### src/rtl/delta_stress_monitor_pkg.sv
// Shared constants and types for the heart-rate delta/stress monitor.
// Combinational helpers only; no state, no handshake.
package delta_stress_pkg;

  localparam int DEF_WIDTH     = 6;
  localparam int DEF_DEPTH     = 4;
  localparam int DEF_MARGIN    = 2;
  localparam int DEF_ALARM_LEN = 8;

  typedef logic signed [DEF_WIDTH:0] delta_t;

  // Baseline powers up at all ones so any real sample reads as "below".
  function automatic logic [31:0] baseline_rst(input int width);
    return (32'd1 << width) - 32'd1;
  endfunction

endpackage

### src/rtl/delta_stress_monitor_if.sv
// Sample input / status output bundle of the delta stress monitor.
// master drives samples and observes flags; slave is the monitor itself.
interface delta_stress_monitor_if
  import delta_stress_pkg::*;
#(
  parameter int WIDTH = DEF_WIDTH
);
  logic                    sample_en;
  logic [WIDTH-1:0]        hart;
  logic                    gelijk;
  logic                    gestegen;
  logic                    gedaald;
  logic                    alarm;
  logic signed [WIDTH:0]   delta;

  modport master (
    output sample_en, hart,
    input  gelijk, gestegen, gedaald, alarm, delta
  );

  modport slave (
    input  sample_en, hart,
    output gelijk, gestegen, gedaald, alarm, delta
  );
endinterface

### src/rtl/delta_stress_monitor_stable_run_counter.sv
// Tracks the last accepted sample and how many consecutive repeats it has seen.
// gelijk is a register decode; gelijk_rise flags the accepting edge that completes a run.
module stable_run_counter
  import delta_stress_pkg::*;
#(
  parameter int WIDTH = DEF_WIDTH,
  parameter int DEPTH = DEF_DEPTH
) (
  input  logic             slow,
  input  logic             reset,
  input  logic             sample_en,
  input  logic [WIDTH-1:0] hart,
  output logic [WIDTH-1:0] prev,
  output logic             gelijk,
  output logic             gelijk_rise
);
  localparam int              RW      = $clog2(DEPTH);
  localparam logic [RW-1:0]   RUN_MAX = RW'(DEPTH - 1);

  logic [WIDTH-1:0] prev_q, prev_d;
  logic [RW-1:0]    run_q, run_d;

  always_comb begin
    prev_d = prev_q;
    run_d  = run_q;
    if (sample_en) begin
      prev_d = hart;
      if (hart == prev_q) begin
        run_d = (run_q == RUN_MAX) ? RUN_MAX : run_q + 1'b1;
      end else begin
        run_d = '0;
      end
    end
  end

  always_ff @(posedge slow or negedge reset) begin
    if (!reset) begin
      prev_q <= '0;
      run_q  <= '0;
    end else begin
      prev_q <= prev_d;
      run_q  <= run_d;
    end
  end

  assign prev        = prev_q;
  assign gelijk      = (run_q == RUN_MAX);
  assign gelijk_rise = sample_en && (run_d == RUN_MAX) && (run_q != RUN_MAX);
endmodule

### src/rtl/delta_stress_monitor.sv
// Latches a baseline after DEPTH equal samples and flags rise/fall plus a sustained-rise alarm.
// All outputs decode registers; DELTA_STRESS_HYST_EN turns rise/fall into hysteretic flags.
module delta_stress_monitor
  import delta_stress_pkg::*;
#(
  parameter int WIDTH     = DEF_WIDTH,
  parameter int DEPTH     = DEF_DEPTH,
  parameter int MARGIN    = DEF_MARGIN,
  parameter int ALARM_LEN = DEF_ALARM_LEN
) (
  input  logic                   slow,
  input  logic                   reset,
  delta_stress_monitor_if.slave  bus
);
  localparam logic [WIDTH-1:0] BASE_RST  = WIDTH'(baseline_rst(WIDTH));
  localparam int               AW        = $clog2(ALARM_LEN + 1);
  localparam logic [AW-1:0]    ALARM_MAX = AW'(ALARM_LEN);

  logic [WIDTH-1:0] prev, prev_d;
  logic [WIDTH-1:0] baseline_q, baseline_d;
  logic             gelijk, gelijk_rise;
  logic [AW-1:0]    alarm_cnt_q, alarm_cnt_d;
  logic [WIDTH:0]   prev_x, base_x;
  logic             rise_post, gest, ged;

  stable_run_counter #(
    .WIDTH (WIDTH),
    .DEPTH (DEPTH)
  ) u_run (
    .slow        (slow),
    .reset       (reset),
    .sample_en   (bus.sample_en),
    .hart        (bus.hart),
    .prev        (prev),
    .gelijk      (gelijk),
    .gelijk_rise (gelijk_rise)
  );

  // Post-update view: the alarm counter must see the flag as it will read after this edge.
  always_comb begin
    prev_d     = bus.sample_en ? bus.hart : prev;
    baseline_d = gelijk_rise ? bus.hart : baseline_q;
    prev_x     = {1'b0, prev_d};
    base_x     = {1'b0, baseline_d};
  end

`ifdef DELTA_STRESS_HYST_EN
  localparam logic [WIDTH:0] MARGIN_X = (WIDTH + 1)'(MARGIN);

  logic gestegen_q, gestegen_d, gedaald_q, gedaald_d;

  always_comb begin
    gestegen_d = gestegen_q;
    gedaald_d  = gedaald_q;
    if (bus.sample_en) begin
      if (prev_x > base_x + MARGIN_X) gestegen_d = 1'b1;
      else if (prev_x <= base_x)      gestegen_d = 1'b0;
      if (prev_x + MARGIN_X < base_x) gedaald_d  = 1'b1;
      else if (prev_x >= base_x)      gedaald_d  = 1'b0;
    end
  end

  always_ff @(posedge slow or negedge reset) begin
    if (!reset) begin
      gestegen_q <= 1'b0;
      gedaald_q  <= 1'b0;
    end else begin
      gestegen_q <= gestegen_d;
      gedaald_q  <= gedaald_d;
    end
  end

  assign rise_post = gestegen_d;
  assign gest      = gestegen_q;
  assign ged       = gedaald_q;
`else
  assign rise_post = (prev_x > base_x);
  assign gest      = ({1'b0, prev} > {1'b0, baseline_q});
  assign ged       = ({1'b0, prev} < {1'b0, baseline_q});
`endif

  always_comb begin
    alarm_cnt_d = alarm_cnt_q;
    if (bus.sample_en) begin
      if (rise_post) begin
        alarm_cnt_d = (alarm_cnt_q == ALARM_MAX) ? ALARM_MAX : alarm_cnt_q + 1'b1;
      end else begin
        alarm_cnt_d = '0;
      end
    end
  end

  always_ff @(posedge slow or negedge reset) begin
    if (!reset) begin
      baseline_q  <= BASE_RST;
      alarm_cnt_q <= '0;
    end else begin
      baseline_q  <= baseline_d;
      alarm_cnt_q <= alarm_cnt_d;
    end
  end

  assign bus.gelijk   = gelijk;
  assign bus.gestegen = gest;
  assign bus.gedaald  = ged;
  assign bus.alarm    = (alarm_cnt_q == ALARM_MAX);
  assign bus.delta    = $signed({1'b0, prev}) - $signed({1'b0, baseline_q});
endmodule

### src/flat_wrapper.sv
// flat-port wrapper written by rule: the top's interface ports become plain ports
module delta_stress_monitor_flat import delta_stress_pkg::*;
#(
  parameter int WIDTH     = DEF_WIDTH,
  parameter int DEPTH     = DEF_DEPTH,
  parameter int MARGIN    = DEF_MARGIN,
  parameter int ALARM_LEN = DEF_ALARM_LEN
)
  (slow, reset, bus_sample_en, bus_hart, bus_gelijk, bus_gestegen, bus_gedaald, bus_alarm, bus_delta);
  delta_stress_monitor_if #(.WIDTH(WIDTH)) bus_i ();
  input  logic slow;
  input  logic reset;
  input wire logic [$bits(bus_i.sample_en)-1:0] bus_sample_en;
  input wire logic [$bits(bus_i.hart)-1:0] bus_hart;
  output wire logic [$bits(bus_i.gelijk)-1:0] bus_gelijk;
  output wire logic [$bits(bus_i.gestegen)-1:0] bus_gestegen;
  output wire logic [$bits(bus_i.gedaald)-1:0] bus_gedaald;
  output wire logic [$bits(bus_i.alarm)-1:0] bus_alarm;
  output wire logic [$bits(bus_i.delta)-1:0] bus_delta;
  assign bus_i.sample_en = bus_sample_en;
  assign bus_i.hart = bus_hart;
  assign bus_gelijk = bus_i.gelijk;
  assign bus_gestegen = bus_i.gestegen;
  assign bus_gedaald = bus_i.gedaald;
  assign bus_alarm = bus_i.alarm;
  assign bus_delta = bus_i.delta;
  delta_stress_monitor #(.WIDTH(WIDTH), .DEPTH(DEPTH), .MARGIN(MARGIN), .ALARM_LEN(ALARM_LEN)) u_core (.slow(slow), .reset(reset), .bus(bus_i));
endmodule
### config.mk
export PLATFORM = sky130hd
export DESIGN_NAME = delta_stress_monitor_flat
export DESIGN_NICKNAME = d
export VERILOG_FILES = /design/src/rtl/delta_stress_monitor_pkg.sv /design/src/rtl/delta_stress_monitor_if.sv /design/src/rtl/delta_stress_monitor_stable_run_counter.sv /design/src/rtl/delta_stress_monitor.sv /design/src/flat_wrapper.sv
export SDC_FILE = /design/constraint.sdc
export NUM_CORES = 1
export LEC_CHECK = 0
export CAP_MARGIN = 20
export CELL_PAD_IN_SITES_DETAIL_PLACEMENT = 1
export CELL_PAD_IN_SITES_GLOBAL_PLACEMENT = 1
export CORE_MARGIN = 3
export CORE_UTILIZATION = 45
export DETAILED_ROUTE_END_ITERATION = 7
export PLACE_DENSITY_LB_ADDON = 0.1
export SLEW_MARGIN = 0
export SYNTH_ARGS = -nofsm -noshare
export SYNTH_HDL_FRONTEND = slang
export SYNTH_SLANG_ARGS = --single-unit
export TNS_END_PERCENT = 100
### constraint.sdc
create_clock -name slow -period 5.1 [get_ports slow]
set_input_delay 0.765 -clock slow [delete_from_list [all_inputs] [get_ports slow]]
set_output_delay 0.765 -clock slow [all_outputs]
set_load 0.05 [all_outputs]
==> results <==
- The run finished with clean final reports.
- The post-route standard cell area excluding fillers is 1594 sq um.
- The via count is around 1,000.
- The most used standard cell by instance count after synthesis is sky130_fd_sc_hd__inv_1.
- The estimated wirelength of the detail-placed design is 2.363 mm.
- For this design the top-level I/O count stands at 20.
- The number of global-route vias before repair is just over 1,000.
- The number of gates resized after CTS was 0.
- The count of endpoints failing setup in the final report is 0.
- On the final layout, the worst hold slack is 0.5821 ns.
- Entering global routing, the biggest net connects 19 pins.
- The min-delay analysis places its worst path in the category flip-flop to flip-flop.
- The worst-case vdd ir drop is between 0.0003 and 0.0004 V.
- Before antenna repair, the detailed router went through 3 iterations.
- The area added between synthesis and finish is 19.29%.
- Yosys printed 0 warnings.
- The per-cell routed wire length is 16.33 um.
- The starting utilization of the core area is 0.4804.
- The synthesized netlist occupies a cell area of 1336 sq um.
- The signal arrival time at the worst endpoint is just over 4 ns.
- The wire length reported by the detailed router is 3.021 mm.
- Prior to clock tree synthesis, the placed netlist has a worst setup slack of 0.9381 ns.
- Clock-pin slew was measured on the worst setup and hold paths at 0.11 ns.
- The layout has around 320 filler cells.
- Static timing analysis puts the maximum clock frequency at 260.9 MHz.
- The number of clock buffers inserted by TritonCTS is 3.
- Dividing the detail-routed via count by the number of cells gives 5.389.
- For this run, the leading register cell type out of synthesis is sky130_fd_sc_hd__dfrtp_1.
- The final-report max-slew violation count is 0.
- The largest total area in the synthesized netlist belongs to sky130_fd_sc_hd__dfrtp_1.
- The total DRC errors in the routed layout is 0.
- The number of enable-type register cells in the synthesized netlist is 0.
- For this design, the slowest cell found on the critical path is sky130_fd_sc_hd__or4b_2.
- In the final design database the tool counted around 180 nets.
- TritonCTS built the clock tree.
- The worst setup path is of the input port to flip-flop kind.
- The final number of hold-violating endpoints was 0.
- The slew of the pin with the lowest slew margin is between 0.8 and 0.9 ns.
- The routability-driven placement congestion ratio is 0.7668.
- Walking the worst path, the cells encountered are clkdlybuf4s50_1 -> xor2_1 -> nor4_2 -> nand3_2 -> nor4_4 -> buf_4 -> mux2_4 -> ha_1 -> nand2b_1 -> a21oi_1 -> o32a_1 -> or4b_2 -> o21ai_0.
- The die outline width is just over 60 um.
- In this run the cell area measured after placement is approximately 1600 sq um.
- The global-route wire length before repair is 4.926 mm.
- The number of different library cells in the post-synthesis netlist is 34.
- Power spread over the standard cell area amounts to 303.0 nW/um^2.
- The number of H-tree branching levels is 1.
- The reported max-cap violation count is 0.
- Of the available clock period, the critical path in the final layout requires 0.7516.
- Of the post-synthesis cell area, the dominant cell type holds 0.2247.
- The number of antenna violations at the first check in global routing came to 0.
- The number of hold buffers added after CTS is 0.
- The longest clock path from root to sink contains 2 buffers.
- The share of the Yosys chip area taken by registers is 0.3427.
- The remaining max-slew budget at the tightest pin is 0.4519.
- The layout cell share with drive strength beyond 1 is 0.1753.
- Counting every instance in the synthesized netlist gives approximately 130.
- The vertical die dimension is 60.50 um.
- The number of nets handed over by synthesis was around 160.
- The starting DRC count in detailed routing is 28.
- The clock insertion delay at the later pin of the skew report is 0.31 ns.
- The worst setup path is launched from an input port.
- After synthesis, the most frequently instantiated cells are sky130_fd_sc_hd__inv_1, sky130_fd_sc_hd__ha_1, sky130_fd_sc_hd__dfrtp_1.
- At the worst endpoint, the required time is 5.33 ns.
- The highest net fanout along the worst path is 11.
- The die covers 3660 sq um.
- Setup repair after global routing left no endpoint under its margin.
- In the final layout, flip-flops and latches occupy 457.9 sq um.
- In the post-route analysis, the smallest setup slack over all paths is about 1.3 ns.
- Sorting the synthesized cells by area gives the leading types as sky130_fd_sc_hd__dfrtp_1, sky130_fd_sc_hd__ha_1, sky130_fd_sc_hd__dfstp_2, sky130_fd_sc_hd__mux2_4, sky130_fd_sc_hd__mux2_2.
- The worst path needs 3.833 ns of the cycle, external delays included.
- Once layout is complete, the utilization of the core stands at 0.5731.
- The residual antenna-violating net count after detailed routing is 0.
- The setup TNS after final layout is 0 ns.
- The area occupied by multi-input gates is 792.0 sq um.
- The number of setup buffers added after CTS is 0.
- The average size of a mapped cell is 10.12 sq um.
- The total number of placement rows is 19.
- The placeable core region is 2781 sq um.
- During placement, the flow inserted port buffers numbering 19.
- Between clock sinks in the finished design, the worst skew comes to 0.007652 ns.
- For this design the static power due to leakage is 0.6702 nW.
- CTS saw 18 sinks.
- The total track usage is 0.1843.
- For this run the aggregate overflow at the end of global routing stands at 0.
- The cell sitting at the root of the clock tree is a sky130_fd_sc_hd__clkbuf_4.
- The delay of the slowest cell on the worst path is 0.59 ns.
- The fraction of registers with async set/reset is 1.000.
- The repair_antennas step left the layout with diodes totalling 0.
- The register bit count reported by yosys is 18.
- The endpoint type of the worst setup path is a flip-flop.
-- report_power, final --
part            total, W  switching [W]  internal, W
sequential      0.000186      0.0000224     0.000163
combinational   0.000207       0.000127    0.0000798
clock          0.0000899      0.0000463    0.0000436
-- path summary, 6_finish.rpt --
kind / start / endpoint / slack, ns / cells past startpoint
setup / recovery: bus_hart[2] / u_core.alarm_cnt_q[0] / 1.27 / 13
hold / removal: u_core.u_run.run_q[1] / u_core.u_run.run_q[1] / 0.58 / 2
setup reg to reg: u_core.u_run.prev[0] / u_core.alarm_cnt_q[0] / 1.82 / 12
hold reg to reg: u_core.u_run.run_q[1] / u_core.u_run.run_q[1] / 0.58 / 2
max in group asynchronous: reset / u_core.u_run.prev[3] / 3.67 / 1
min in group asynchronous: reset / u_core.u_run.prev[1] / 0.92 / 1
-- routing by layer --
| metal | vias up | share of wire | GRT usage |
|---|---|---|---|
| li1 | 497 | - | - |
| met1 | 480 | 0.47 | 0.2336 |
| met2 | 14 | 0.48 | 0.3040 |
| met3 | 6 | 0.039 | 0.05319 |
| met4 | 0 | 0.018 | 0.05882 |
| met5 | - | 0 | 0 |
-- through the flow --
step	cells	power, W
2_1_floorplan	132	0.0003232
3_3_place_gp	181	0.0003827
3_5_place_dp	181	0.0003942
4_1_cts	185	0.0004902
5_1_grt	185	0.0005177
6_report	185	0.0004830
-- logic make-up (layout without fill, tap and decap cells) --
group | after synthesis | in the layout | synth area share
AOI/OAI and AO/OA | 24 | 24 | 0.1086
and+or+nand+nor | 30 | 30 | 0.1348
muxes | 16 | 16 | 0.1442
adders and majority gates | 15 | 15 | 0.1461
buffers and inverters | 20 | 42 | 0.06460
DFF | 18 | 18 | 0.3427
xor gates and xnor gates | 9 | 9 | 0.05898
-- layout by cell type, fill, tap and decap left out, types with 3 or more instances in the layout --
master / netlist / layout
sky130_fd_sc_hd__a21boi_0: 3 / 3
sky130_fd_sc_hd__a21oi_1: 7 / 7
sky130_fd_sc_hd__clkbuf_4: 0 / 3
sky130_fd_sc_hd__clkdlybuf4s50_1: 0 / 19
sky130_fd_sc_hd__dfrtp_1: 12 / 12
sky130_fd_sc_hd__dfstp_2: 6 / 6
sky130_fd_sc_hd__ha_1: 14 / 14
sky130_fd_sc_hd__inv_1: 17 / 17
sky130_fd_sc_hd__mux2_2: 6 / 6
sky130_fd_sc_hd__mux2_4: 5 / 5
sky130_fd_sc_hd__mux2i_1: 5 / 5
sky130_fd_sc_hd__nand2_1: 6 / 6
sky130_fd_sc_hd__nand3_1: 3 / 3
sky130_fd_sc_hd__nor2_1: 7 / 7
sky130_fd_sc_hd__o21ai_0: 9 / 9
sky130_fd_sc_hd__xnor2_1: 4 / 4
sky130_fd_sc_hd__xor2_1: 5 / 5
-- flip-flops by register name (all words and copies together), names as in the netlist --
name and count:
u_core.alarm_cnt_q 4, u_core.baseline_q 6, u_core.u_run.run_q 2, u_core.u_run.prev 6
-- critical path: cells and delay by family --
family,cells,cell delay [ns]
simple gates,5,1.34
buf+inv,2,0.75
compound gates,3,0.47
mux,1,0.33
xor+xnor,1,0.20
fa+ha+maj,1,0.20
-- layout make-up --
cell class,count,area share
multi-input cells,94,0.4969
flip-flops and latches,18,0.2873
repair buffers,21,0.1287
inverters,17,0.04003
well taps,31,0.02433
clock buffers,4,0.02276
No activity file was read; power rests on OpenSTA's default activity.
